## src/rtl/uart_rx.sv

```systemverilog
// uart_rx: 8N1 serial receiver with a valid/ready byte output.
//
// Ports
//   clk        sole clock, rising edge
//   reset      synchronous, active-high
//   rx         asynchronous serial line, idle high, LSB first
//   rx_data    last accepted byte
//   rx_valid   rx_data holds a byte the consumer has not taken yet
//   rx_ready   consumer strobe
//   frame_err  one-cycle pulse when a stop bit is sampled low
//   overrun    sticky: a good byte was dropped because rx_valid was still high
//   busy       receiver is not idle
//   fsm_state  current receiver state, for observation only
//
// Handshake: a byte moves to the consumer on every rising edge where
// rx_valid && rx_ready are both high. rx_valid then falls on the next cycle,
// unless a new byte is accepted on that same edge, in which case the new byte
// replaces the consumed one and rx_valid stays high. rx_ready while rx_valid
// is low is ignored.
module uart_rx #(
  parameter int CLKS_PER_BIT = 87
) (
  input  logic       clk,
  input  logic       reset,
  input  logic       rx,
  output logic [7:0] rx_data,
  output logic       rx_valid,
  input  logic       rx_ready,
  output logic       frame_err,
  output logic       overrun,
  output logic       busy,
  output logic [2:0] fsm_state
);

  localparam logic [2:0] ST_IDLE  = 3'd0;
  localparam logic [2:0] ST_START = 3'd1;
  localparam logic [2:0] ST_DATA  = 3'd2;
  localparam logic [2:0] ST_STOP  = 3'd3;
  localparam logic [2:0] ST_BREAK = 3'd4;

  localparam logic [15:0] HALF_BIT = 16'(CLKS_PER_BIT / 2);
  localparam logic [15:0] LAST_CLK = 16'(CLKS_PER_BIT - 1);

  logic        rx_m;
  logic        rx_s;
  logic [2:0]  state;
  logic [15:0] cnt;
  logic [2:0]  idx;
  logic [7:0]  shreg;

  logic bit_end;
  logic accept;
  logic bad_stop;

  assign bit_end  = (cnt == LAST_CLK);
  assign accept   = (state == ST_STOP) && bit_end && rx_s;
  assign bad_stop = (state == ST_STOP) && bit_end && !rx_s;

  assign busy      = (state != ST_IDLE);
  assign fsm_state = state;

  always_ff @(posedge clk) begin
    if (reset) begin
      rx_m      <= 1'b1;
      rx_s      <= 1'b1;
      state     <= ST_IDLE;
      cnt       <= 16'd0;
      idx       <= 3'd0;
      shreg     <= 8'h00;
      rx_data   <= 8'h00;
      rx_valid  <= 1'b0;
      frame_err <= 1'b0;
      overrun   <= 1'b0;
    end else begin
      rx_m      <= rx;
      rx_s      <= rx_m;
      frame_err <= bad_stop;

      case (state)
        ST_IDLE: begin
          if (!rx_s) begin
            state <= ST_START;
            cnt   <= 16'd0;
          end
        end

        // Re-check the line at the middle of the start bit so a short
        // glitch is rejected; this also centres all later samples.
        ST_START: begin
          if (cnt == HALF_BIT) begin
            cnt <= 16'd0;
            idx <= 3'd0;
            if (!rx_s) begin
              state <= ST_DATA;
            end else begin
              state <= ST_IDLE;
            end
          end else begin
            cnt <= cnt + 16'd1;
          end
        end

        ST_DATA: begin
          if (bit_end) begin
            shreg[idx] <= rx_s;
            cnt        <= 16'd0;
            if (idx == 3'd7) begin
              state <= ST_STOP;
            end else begin
              idx <= idx + 3'd1;
            end
          end else begin
            cnt <= cnt + 16'd1;
          end
        end

        // Leaving at the mid-stop sample (not at the end of the stop bit)
        // leaves half a bit of slack to catch a back-to-back start bit.
        ST_STOP: begin
          if (bit_end) begin
            cnt <= 16'd0;
            if (rx_s) begin
              state <= ST_IDLE;
            end else begin
              state <= ST_BREAK;
            end
          end else begin
            cnt <= cnt + 16'd1;
          end
        end

        // A low line after a bad stop bit is a break, not a new start bit.
        ST_BREAK: begin
          if (rx_s) begin
            state <= ST_IDLE;
          end
        end

        default: begin
          state <= ST_IDLE;
        end
      endcase

      // Output register: a same-edge consume frees the slot for the new byte.
      if (accept) begin
        if (!rx_valid || rx_ready) begin
          rx_data  <= shreg;
          rx_valid <= 1'b1;
        end else begin
          overrun <= 1'b1;
        end
      end else if (rx_valid && rx_ready) begin
        rx_valid <= 1'b0;
      end
    end
  end

endmodule

```

## config.mk

```make
export PLATFORM = sky130hd
export DESIGN_NAME = uart_rx
export DESIGN_NICKNAME = d
export VERILOG_FILES = /design/src/rtl/uart_rx.sv
export SDC_FILE = /design/constraint.sdc
export NUM_CORES = 1
export LEC_CHECK = 0
export CORE_ASPECT_RATIO = 1.4
export CORE_MARGIN = 1.5
export CORE_UTILIZATION = 55
export DETAILED_ROUTE_END_ITERATION = 10
export PLACE_DENSITY = 0.77
export RECOVER_POWER = 100
export SLEW_MARGIN = 5
export SYNTH_ARGS = -nofsm -noshare
export SYNTH_HDL_FRONTEND = slang
export SYNTH_SLANG_ARGS = --single-unit
```

## constraint.sdc

```tcl
create_clock -name clk -period 2.3 [get_ports clk]
set_input_delay 0.575 -clock clk [delete_from_list [all_inputs] [get_ports clk]]
set_output_delay 0.575 -clock clk [all_outputs]
set_load 0.1 [all_outputs]
```

# Word-level counts from Yosys, hierarchy flattened
# Index checks and enable logic that the tools add are counted.
# totals
ff_bits	43
latch_bits	0
ramBits	0
romBits	0
out_inout_bits	15
elab_cells	74
n_memories	0
# op_classes
n_addsub	2
mul	0
div_mod_pow	0
magnitude_cmp	2
eq_ne	15
n_shift	0
mux	23
bitwise	1
n_reduce_logical	21
# op_table
op	n
two-way mux 16 bit	3
case mux 16 bit (3 select lines)	1
two-way mux 3 bit	10
adder 16 x 1 -> 16 bit, second input constant	1
equality test 16 x 6 -> 1 bit, second input constant	1
equality test 16 x 7 -> 1 bit, second input constant	1
case mux 3 bit (5 select lines)	1
inequality test 2 bit, second input constant	7
AND reduction 2 bit	5
bitwise mux 8 bit	1
equality test 3 x 2 -> 1 bit, second input constant	2
equality test 3 bit, second input constant	2
case mux 3 bit (2 select lines)	1
AND reduction 6 bit	1
nonzero test 3 bit	2
logical AND 1 bit	5
less-than comparator 3 x 4 -> 1 bit, second input constant	1
two-way mux 1 bit	4
AND reduction 4 bit	1
nonzero test 2 bit	2
adder 3 x 1 -> 3 bit, second input constant	1
demux 1 bit (select 3 bit)	1
equality test 3 x 1 -> 1 bit, second input constant	1
greater-or-equal comparator 3 x 1 -> 1 bit, second input constant	1
other kinds (7)	8

# Logic depth before layout (Yosys ltp)
# logic_depth
ltp_word	5
mapped_depth	8

# Worst setup path before layout
# Ideal clock, no wire load.
# synth_path
kind	flip-flop to output port
from	reg state[1], in the netlist fsm_state[1]
to	out busy
t_arrival_ns	2.024
required_time_ns	1.725
setup_slack_ns	-0.299
path_stages_with_launch	3
path_cell_list	dfxtp_1 > clkbuf_1 > or3_1
# synth_between
elab_chain_len	1
# synth_lines
element	line	source
start, declared	46	logic [2:0] state;
start signal, assigned	66	state <= ST_IDLE;
start signal, assigned	82	state <= ST_START;
start signal, assigned	94	state <= ST_DATA;
nonzero test 3 bit	59	assign busy = (state != ST_IDLE);
end, declared	31	output logic busy,
# No other way between the ends.

# Worst setup path in the final report
# layout_path
from	reg cnt[1]
to	reg idx[0]
# layout_between
elab_chain_len	3
# layout_lines
element	line	source
start, declared	47	logic [15:0] cnt;
start signal, assigned	99	cnt <= cnt + 16'd1;
start signal, assigned	113	cnt <= cnt + 16'd1;
start signal, assigned	128	cnt <= cnt + 16'd1;
equality test 16 x 6 -> 1 bit / equality test 16 x 7 -> 1 bit (equally long branches)	90, 55	
inequality test 2 bit (no line)	n/a	
AND reduction 4 bit (no line) *	n/a	
end signal, assigned	110	idx <= idx + 3'd1;
end, declared	48	logic [2:0] idx;
# Mark *: on every way between the ends. The rest lies on a longest branch, timed or not.
# A chain may end at the register's enable or synchronous reset.

==> summary by stage <==
Synthesis
The share of async-settable or async-resettable flops after synthesis is 0%. The number of nets produced by synthesis is 245. Sequential cells were found to cover 41.1% of the synthesized design area. During synthesis, Yosys emitted a total of 0 warnings. The dominant register cell in the synthesized netlist is dfxtp_1. The mean instance size in the synthesized netlist is 8.84 sq um. The synthesis-stage register bit count is 43.

The number of synthesized flops with an enable pin is 0. After synthesis the cells add up to 2100 sq um. After technology mapping, the gate count stands at 237. Yosys mapped the design onto 47 distinct sky130hd cell types.

Worst setup path
In this run the worst path has a maximum fanout of 6. Walking the worst path, the cells encountered are ha_1, nor4bb_1, nand4_2, o32a_4, or3b_1, a21oi_2. The longest individual stage delay on the worst path is 0.41 ns. The type of the setup path with the least slack is reg -> reg. The worst setup path is launched from a register.

The cell at the slowest stage of the critical path is dfxtp_1. The data arrival time of the critical path is 2.43 ns. For the worst flop-to-flop path, the logic depth is 6. The data required time of the worst path is 2.53 ns. The endpoint kind of the worst setup timing path is a register.

Status
The run finished with clean final reports.

Clocking
TritonCTS built the clock tree. The clock buffer count from CTS is 5. The hold-fix buffer count after cts is 0. The root buffer cell is clkbuf_8. The buffer depth of the longest clock path is 2. The H-tree was split into 2 levels. The tree built by TritonCTS fans out to 43 sinks. After clock tree synthesis, the clock-pin slew on the worst setup and hold paths is 0.08 ns. The worst-skew pair later-pin latency is 0.30 ns.

Timing
The final critical path takes up 95.6% of the cycle. Setup violations remaining at the end of the flow were counted as 0. The highest achievable clock rate is 455 MHz. The final-report hold violation count is 0. The number of max-slew violations in the final report is 0. The slew at the pin closest to its max-slew limit is 0.664 ns.

The normalized max-slew margin is 55.6%. The minimum period implied by the final worst setup slack is 2.20 ns. The final worst clock skew is 0.00491 ns.

Global route
The total overflow reported by the global router is 0. Global routing used 23.0% of the available tracks. The number of global-route vias before repair came to 1688. The initial antenna violation count is 0. The first global-routing pass estimated 7350 microns of wire. Entering global routing, the biggest net connects 25 pins.

Floorplan
The chip height is 76.0 microns. The initial cell density of the core is 57.5%. The x dimension of the die is 55.2 microns. The floorplan step defined a die boundary enclosing 4200 sq um. The boundary pin count is 19. The area of the core region is 3640 sq um. In this run the core area contains 26 standard-cell rows.

Route
The via count normalized by instance count is 5.87. For this block, the routed nets add up to 4320 microns of wire. For this run, design rule violations remaining after detail routing come to 0.

The routed wire length per instance is 14.3 microns. The detail route stage leaves a number of antenna-violating nets equal to 0. The number of detailed-routing iterations run before antenna repair is 4. Summing over every cut layer, the via total after detailed routing is 1773. The detailed router finished its first iteration with 34 violations.

Placed design
The instance count after placement with tap cells included is 294. The total half-perimeter wirelength after legalization and detailed placement is 3070 microns. During placement, the flow inserted port buffers numbering 18. At the end of routability-driven placement, the weighted congestion stood at 0.855.

Finish
The non-filler instance count after layout is 302. The post-route netlist has 17.7% of its cells at a drive strength greater than 1. From synthesis to final layout, the design area changed by 13.3%.

Counting the fill cells in the layout gives 317. The number of nets in the layout is 267. The repair_antennas step left the layout with diodes totalling 0.

Pwr
VDD sags by at most 0.493 mV. The static power due to leakage is 0.000877 uW. Overall power consumption after layout is estimated at 1280 uW.

The power density over the cells is 539 nW/um^2.

Flow run
The tool flagged a number of max-cap violations equal to 0.

Hold path
Counting instances, the worst hold path has a depth of 1. The worst hold-check path type is reg -> reg.
-- final cells by class --
type / instances / area [sq um] / share of cell area (%)
well taps: 42 / 52.6 / 2.21
repair buffers: 27 / 181 / 7.64
inverters: 3 / 11.3 / 0.474
multi-input cells: 179 / 1180 / 49.6
flip-flops and latches: 43 / 862 / 36.3
clock inverters: 3 / 20.0 / 0.843
clock buffers: 5 / 68.8 / 2.90
-- cell usage in the layout, fill, tap and decap left out, drive strengths merged, types with 2 or more instances in the layout --
| cell type | synthesis | routed |
|---|---|---|
| dfxtp | 43 | 43 |
| nor2 | 34 | 34 |
| clkbuf | 7 | 22 |
| nand2 | 20 | 20 |
| mux2i | 18 | 18 |
| a21oi | 16 | 16 |
| nand3 | 8 | 8 |
| nor4 | 8 | 8 |
| a31oi | 7 | 7 |
| buf | 5 | 7 |
| nor3 | 6 | 6 |
| nand4 | 6 | 6 |
| nand2b | 5 | 5 |
| or2 | 4 | 4 |
| a22o | 4 | 4 |
| ha | 4 | 4 |
| nor4b | 4 | 4 |
| or3 | 4 | 4 |
| inv | 3 | 3 |
| nor2b | 3 | 3 |
| xnor2 | 3 | 3 |
| a21o | 3 | 3 |
| o21ai | 3 | 3 |
| nand3b | 3 | 3 |
| clkdlybuf4s50 | 0 | 3 |
| nor3b | 2 | 2 |
| clkinvlp | 0 | 2 |
-- layer usage --
layer | vias to the layer above | track usage [%] | wire [microns]
met3 | 5 | 5.29 | 139
li1 | 900 | - | -
met5 | - | 0 | 0
met1 | 836 | 26.9 | 1840
met4 | 0 | 5.85 | 49
met2 | 32 | 40.4 | 2280
-- power breakdown --
part | internal, uW | total, uW | switching [uW] | leakage [uW]
Sequential | 747 | 752 | 5.02 | 0.000347
Clock | 211 | 475 | 264 | 0.0000402
Combinational | 18.9 | 53.2 | 34.3 | 0.000489
-- critical path, delay by kind of cell (launching register included) --
family / cells / cell delay (ns)
compound gates: 2 / 0.51
fa+ha+maj: 1 / 0.24
flops: 1 / 0.41
simple gates: 3 / 0.98
-- worst paths after layout --
check                      startpoint             endpoint  slack [ns]
setup / recovery  cnt[1]$_SDFFE_PP0P_  idx[0]$_SDFFE_PP0P_        0.10
setup reg to reg  cnt[1]$_SDFFE_PP0P_  idx[0]$_SDFFE_PP0P_        0.10
hold reg to reg       rx_m$_SDFF_PP1_      rx_s$_SDFF_PP1_        0.42
hold / removal        rx_m$_SDFF_PP1_      rx_s$_SDFF_PP1_        0.42
-- cell usage after synthesis (5+ instances only) --
library cell,instances,share of area [%]
dfxtp_1,43,41
nor2_1,34,6.1
nand2_1,20,3.6
mux2i_1,18,8.6
a21oi_1,15,3.6
nand3_1,8,1.9
a31oi_1,7,2.1
nor4_1,7,2.1
clkbuf_1,6,1.1
nand2b_1,5,1.5
nor3_1,5,1.2
-- cell families (layout without fill, tap and decap cells) --
family          count (synthesis)  count (layout)  share of synthesized area (%)
simple gates                  114             114                           30.6
compound gates                 39              39                           12.5
mux                            18              18                           8.60
xor+xnor                        4               4                           1.67
fa+ha+maj                       4               4                           2.39
buf+inv                        15              38                           3.16
flops                          43              43                           41.1
-- per-stage QoR --
stage                     utilization, %  hold WS (ns)  instance area (sq um)  setup slack (ns)  TNS [ns]
after floorplan                        -         0.389                   2100           0.00438         0
after global placement              64.0         0.397                   2330             0.180         0
after detailed placement            64.0         0.404                   2330             0.133         0
after CTS                           66.4         0.426                   2420             0.161         0
after global routing                65.1         0.446                   2370           -0.0158   -0.0158
final                               65.1         0.422                   2370             0.100         0
-- state kept, by name, summed over array words and instances (netlist names) --
| register | flops |
|---|---|
| cnt | 16 |
| rx_valid | 1 |
| rx_s | 1 |
| frame_err | 1 |
| fsm_state | 3 |
| idx | 3 |
| shreg | 8 |
| rx_data | 8 |
| overrun | 1 |
| rx_m | 1 |
-- timing repair --
item | 4_1_cts | 5_1_grt
setup buffers | 0 | 0
hold endpoints to repair | 0 | 0
resized for setup | 0 | 1
setup endpoints to repair | 0 | 1
Power figures use the tool's default switching activity.
